## config.mk

```make
export PLATFORM = sky130hd
export DESIGN_NAME = ring_seq_arb
export DESIGN_NICKNAME = d
export VERILOG_FILES = /design/src/rtl/ring_sched_pkg.sv /design/src/rtl/johnson_core.sv /design/src/rtl/ring_seq_arb.sv
export SDC_FILE = /design/constraint.sdc
export NUM_CORES = 1
export LEC_CHECK = 0
export CAP_MARGIN = 10
export CORE_MARGIN = 10
export CORE_UTILIZATION = 25
export CTS_BUF_LIST = sky130_fd_sc_hd__clkbuf_2
export CTS_CLUSTER_DIAMETER = 80
export CTS_CLUSTER_SIZE = 14
export DETAILED_ROUTE_END_ITERATION = 6
export GPL_ROUTABILITY_DRIVEN = 0
export PLACE_DENSITY_LB_ADDON = 0.3
export REMOVE_ABC_BUFFERS = 1
export SLEW_MARGIN = 20
export SYNTH_ARGS = -nofsm -noshare
export SYNTH_HDL_FRONTEND = slang
export SYNTH_SLANG_ARGS = --single-unit
```

## constraint.sdc

```tcl
create_clock -name clk -period 4.9 [get_ports clk]
set_clock_uncertainty 0.15 [all_clocks]
set_input_delay 0.49 -clock clk [delete_from_list [all_inputs] [get_ports clk]]
set_output_delay 0.49 -clock clk [all_outputs]
set_load 0.005 [all_outputs]
```

## src/rtl/ring_sched_pkg.sv

```systemverilog
// Shared types and constants for the Johnson-ring sequenced arbiter.
// Latency: n/a (package only).
// Backpressure: n/a (package only).
package ring_sched_pkg;

    localparam int DEF_WIDTH = 4;
    localparam int DEF_CNT_W = 4;

    // Every ring bit takes this value while the ring is idle.
    localparam logic RING_IDLE_BIT = 1'b0;

    typedef enum logic [1:0] {
        ST_IDLE  = 2'd0,
        ST_GRANT = 2'd1,
        ST_RUN   = 2'd2,
        ST_DONE  = 2'd3
    } state_t;

endpackage

```

## src/rtl/johnson_core.sv

```systemverilog
// Johnson ring counter with clear, enable and illegal-code recovery.
// Latency: ring updates one cycle after en/clr; wrap is combinational from ring.
// Backpressure: none; en simply freezes the ring.
//
// Ports:
//   clk, rst   - clock, synchronous active-low reset
//   en         - advance the ring one step this cycle
//   clr        - force the ring to idle on the next edge (beats en)
//   ring       - current Johnson code
//   wrap       - ring is in the last code of a rotation while enabled
module johnson_core
    import ring_sched_pkg::*;
#(
    parameter int WIDTH = DEF_WIDTH
) (
    input  logic             clk,
    input  logic             rst,
    input  logic             en,
    input  logic             clr,
    output logic [WIDTH-1:0] ring,
    output logic             wrap
);

    localparam logic [WIDTH-1:0] RING_IDLE = {WIDTH{RING_IDLE_BIT}};
    localparam logic [WIDTH-1:0] WRAP_CODE = {1'b1, {(WIDTH-1){1'b0}}};

    // A legal code is a block of ones anchored at the LSB (0..011..1)
    // or at the MSB (1..100..0); everything else is corruption.
    function automatic logic is_legal(input logic [WIDTH-1:0] r);
        logic [WIDTH-1:0] inv;
        inv = ~r;
        return ((r & (r + 1'b1)) == '0) || ((inv & (inv + 1'b1)) == '0);
    endfunction

    always_ff @(posedge clk) begin
        if (!rst) begin
            ring <= RING_IDLE;
        end else if (clr || !is_legal(ring)) begin
            ring <= RING_IDLE;
        end else if (en) begin
            ring <= {ring[WIDTH-2:0], ~ring[WIDTH-1]};
        end
    end

    assign wrap = en && (ring == WRAP_CODE);

endmodule

```

## src/rtl/ring_seq_arb.sv

```systemverilog
// Two-requester round-robin arbiter that runs each job for len Johnson rotations.
// Latency: gnt one cycle after req seen in IDLE; job = 1 + 2*WIDTH*len + 1 cycles.
// Backpressure: none; req is a level and stays pending until granted, abort cancels.
//
// Ports:
//   clk, rst     - clock, synchronous active-low reset
//   req[1:0]     - job request per requester (level)
//   len0, len1   - rotation count per requester, sampled in GRANT
//   abort        - cancel current job, back to IDLE without done
//   gnt[1:0]     - one-hot grant pulse
//   done[1:0]    - one-hot completion pulse
//   busy         - FSM not in IDLE
//   owner        - current / most recent owner index
//   ring, wrap   - Johnson ring state and end-of-rotation flag
module ring_seq_arb
    import ring_sched_pkg::*;
#(
    parameter int WIDTH = DEF_WIDTH,
    parameter int CNT_W = DEF_CNT_W
) (
    input  logic             clk,
    input  logic             rst,
    input  logic [1:0]       req,
    input  logic [CNT_W-1:0] len0,
    input  logic [CNT_W-1:0] len1,
    input  logic             abort,
    output logic [1:0]       gnt,
    output logic [1:0]       done,
    output logic             busy,
    output logic             owner,
    output logic [WIDTH-1:0] ring,
    output logic             wrap
);

    state_t           state;
    state_t           state_nxt;
    logic             last_owner;
    logic [CNT_W-1:0] rot_cnt;
    logic             winner;
    logic [CNT_W-1:0] len_sel;
    logic             ring_en;
    logic             ring_clr;
    logic             last_rot;

    // Single requester wins outright; on contention the one that did not
    // own the ring last time goes first.
    always_comb begin
        winner = 1'b0;
        case (req)
            2'b01:   winner = 1'b0;
            2'b10:   winner = 1'b1;
            2'b11:   winner = ~last_owner;
            default: winner = 1'b0;
        endcase
    end

    assign len_sel  = owner ? len1 : len0;
    assign last_rot = (rot_cnt <= CNT_W'(1));

    always_comb begin
        state_nxt = state;
        case (state)
            ST_IDLE: begin
                if (req != 2'b00) state_nxt = ST_GRANT;
            end
            ST_GRANT: begin
                if (abort)                 state_nxt = ST_IDLE;
                else if (len_sel == '0)    state_nxt = ST_DONE;
                else                       state_nxt = ST_RUN;
            end
            ST_RUN: begin
                if (abort)                 state_nxt = ST_IDLE;
                else if (wrap && last_rot) state_nxt = ST_DONE;
            end
            ST_DONE: begin
                state_nxt = ST_IDLE;
            end
            default: state_nxt = ST_IDLE;
        endcase
    end

    always_ff @(posedge clk) begin
        if (!rst) begin
            state      <= ST_IDLE;
            owner      <= 1'b0;
            last_owner <= 1'b1;
            rot_cnt    <= '0;
        end else begin
            state <= state_nxt;
            if (state == ST_IDLE && req != 2'b00) owner <= winner;
            if (state == ST_GRANT) rot_cnt <= len_sel;
            if (state == ST_RUN && wrap && !abort) rot_cnt <= rot_cnt - 1'b1;
            // Both a completed and an aborted job count as that owner's turn.
            if (state != ST_IDLE && (abort || state == ST_DONE)) last_owner <= owner;
        end
    end

    // The ring only moves in RUN; an abort clears it on the same edge the
    // FSM drops to IDLE.
    assign ring_en  = (state == ST_RUN);
    assign ring_clr = (state != ST_RUN) || abort;

    johnson_core #(.WIDTH(WIDTH)) u_core (
        .clk  (clk),
        .rst  (rst),
        .en   (ring_en),
        .clr  (ring_clr),
        .ring (ring),
        .wrap (wrap)
    );

    assign busy = (state != ST_IDLE);
    assign gnt  = (state == ST_GRANT)           ? (2'b01 << owner) : 2'b00;
    assign done = (state == ST_DONE && !abort)  ? (2'b01 << owner) : 2'b00;

endmodule
```

==> flow_summary.ini <==
[timing]
max_slew.worst_pin.slew_ns = 0.598
hold_viol = 0
setup_tns_ns = 0
rsz0062_at_grt = false
period_share_pct = 53.4
finalSetupViolCount = 0
slew_headroom_pct = 59.6
fmax_mhz = 382
slew_viol_final = 0
finalCriticalPeriod_ns = 2.62
hold_ws_ns = 0.336
setup_slack_ns = 2.28

[global_routing]
grt_max_degree = 15
grt_usage_pct = 7.67
grt_pass1_vias = 706
grt-ovfl-total = 0
grt_antenna_before_repair = 0
grt_pass1_wl_mm = 3.46

[floorplan]
num_io_pins = 24
initial_utilization_pct = 26.7
die_w_um = 74.9
chipHeight_um = 74.9
core.rowCount = 19
die_area_mm2 = 0.00562
core_area_mm2 = 0.00283

[hold_path]
hold_depth = 2
whs_endpoint = last_owner
hold_start = last_owner
min-delay-path-class = flip-flop to flip-flop

[power_and_ir_drop]
peakVddDrop_v = 0.000150
p_leak_nw = 0.344
p_per_area_mw_per_mm2 = 214

[worst_setup_path]
r2r_slack_ns = 3.01
critical_path_arrival_ns = 1.98
reg2reg_to = rot_cnt[1]
cp.required_ns = 4.26
critical_path_class = flip-flop to output port
end_kind = output port
cp-start-kind = flip-flop
r2r_start = u_core.ring[2]
worstRegToRegCells = 3
worst-path-max-fanout = 9

[placement]
io_buffer_count = 23
post-place-ws_ns = 2.38
dp_hpwl_mm = 1.59
placed_cell_area_um2 = 1000

[drt]
routedWlPerCell_um = 14.7
first_pass_iters = 4
totalWireLength_mm = 2.03
drc = 0
num_vias = 718
ant_nets = 0
drt_iter0_markers = 49
vias_per_cell = 5.20

[clock_network]
cts_tree = built
path_clk_slew_ns = 0.11
cts_resized = 0
cts-hold-fix-buffers = 0
cts_max_level = 1
cts_made_buffers = 3
postCtsSetupRepairBufs = 0
cts_buffer_depth = 2
cts_num_sinks = 12
root_buffer = clkbuf_2
clk_latency_ns = 0.25

[synth]
yosysWarnings = 0
synth_edf_count = 0
synth-seq-area-share_pct = 31.8
synthArstFlopShare_pct = 0
syn-mean-instance-area_um2 = 8.77
synth_area_um2 = 754
yosys_register_bits = 12
yosysUniqueCellTypes = 38
syn-instance-count = 86
dominantRegCellSynth = dfxtp_1

[status]
outcome = finished clean

[final_layout]
syn_to_final_growth_pct = 35.0
nets = 123
mostFrequentLayoutCell = clkdlybuf4s50_1
layout_common_cells = clkdlybuf4s50_1 (23), dfxtp_1 (12), nor2_1 (6), mux2i_1 (5)
final_area_mm2 = 0.00102
drive_above_1_share_pct = 8.41
diodes = 0

[flow_run]
maxCapViolations = 0
## registers in the layout (all words and copies together), names as in the netlist
name,flops
rot_cnt,4
u_core.ring,4
state,2
last_owner,1
owner,1
## logic make-up (layout without fill, tap and decap cells)
kind of cell               Yosys count  after routing  share of synthesized area (%)
and+or+nand+nor                     34             34                           28.5
AOI/OAI and AO/OA                   20             20                           20.2
muxes                                7              7                           9.62
adders and majority gates            3              3                           4.64
DFF                                 12             12                           31.8
buffers and inverters               10             31                           5.14
## power by group
group / switching [mW] / total [mW] / internal (mW)
sequential: 0.0108 / 0.115 / 0.104
combinational: 0.0228 / 0.0560 / 0.0332
clock: 0.0296 / 0.0473 / 0.0177
## how the worst max path moves through the flow
stage | from | to | slack [ns] | depth (start not counted)
2_1_floorplan | u_core.ring[2] | wrap | 3.13 | 2
6_report | u_core.ring[2] | wrap | 2.28 | 3
3_3_place_gp | abort | done[0] | 2.40 | 3
5_1_grt | u_core.ring[2] | wrap | 2.13 | 3
4_1_cts | u_core.ring[2] | wrap | 2.24 | 3
3_5_place_dp | abort | done[0] | 2.38 | 3
## metrics by stage
stage	power, mW	utilization [%]	std cells
after floorplan	0.145	-	80
after global placement	0.173	35.3	134
after detailed placement	0.173	35.3	134
after CTS	0.222	36.0	138
after global routing	0.236	36.0	138
final	0.218	36.0	138
## final cells by class
cell class	count	area [um2]
clock buffer	3	15.0
sequential	12	240
clock inverter	1	3.75
inverter	4	15.0
multi-input combinational	64	475
timing repair buffer	23	230
fill	304	1810
tap	31	38.8
## cells in the mapped netlist, types with 2 or more instances
| cell type | instances | area [um2] |
|---|---|---|
| a31oi_1 | 2 | 12.5 |
| ha_1 | 2 | 25.0 |
| nand2_1 | 3 | 11.3 |
| o31ai_1 | 2 | 15.0 |
| nor4_1 | 3 | 18.8 |
| o211ai_1 | 3 | 22.5 |
| a211oi_1 | 4 | 30.0 |
| nor2b_1 | 2 | 12.5 |
| mux2i_1 | 5 | 50.1 |
| clkbuf_1 | 4 | 15.0 |
| or3b_2 | 2 | 17.5 |
| or2_2 | 2 | 12.5 |
| nor4b_1 | 2 | 17.5 |
| nor2_1 | 6 | 22.5 |
| mux2_2 | 2 | 22.5 |
| nor3b_1 | 4 | 30.0 |
| dfxtp_1 | 12 | 240 |
| nand2b_1 | 3 | 18.8 |
| inv_1 | 4 | 15.0 |
## per-layer routing
layer / up-vias / share of wire, % / global-route usage [%]
met2: 26 / 42 / 11.3
met1: 321 / 48 / 9.91
met4: 0 / 0.49 / 1.26
met3: 2 / 9.3 / 3.81
li1: 369 / - / -
met5: - / 0 / 0
## worst max-delay path, cell delays in order (launching register included)
cell and delay, ns:
dfxtp_1 0.37, or4b_1 0.70, nor2_1 0.15, clkdlybuf4s50_1 0.51
Note: power is estimated with default switching activity, not from simulation.
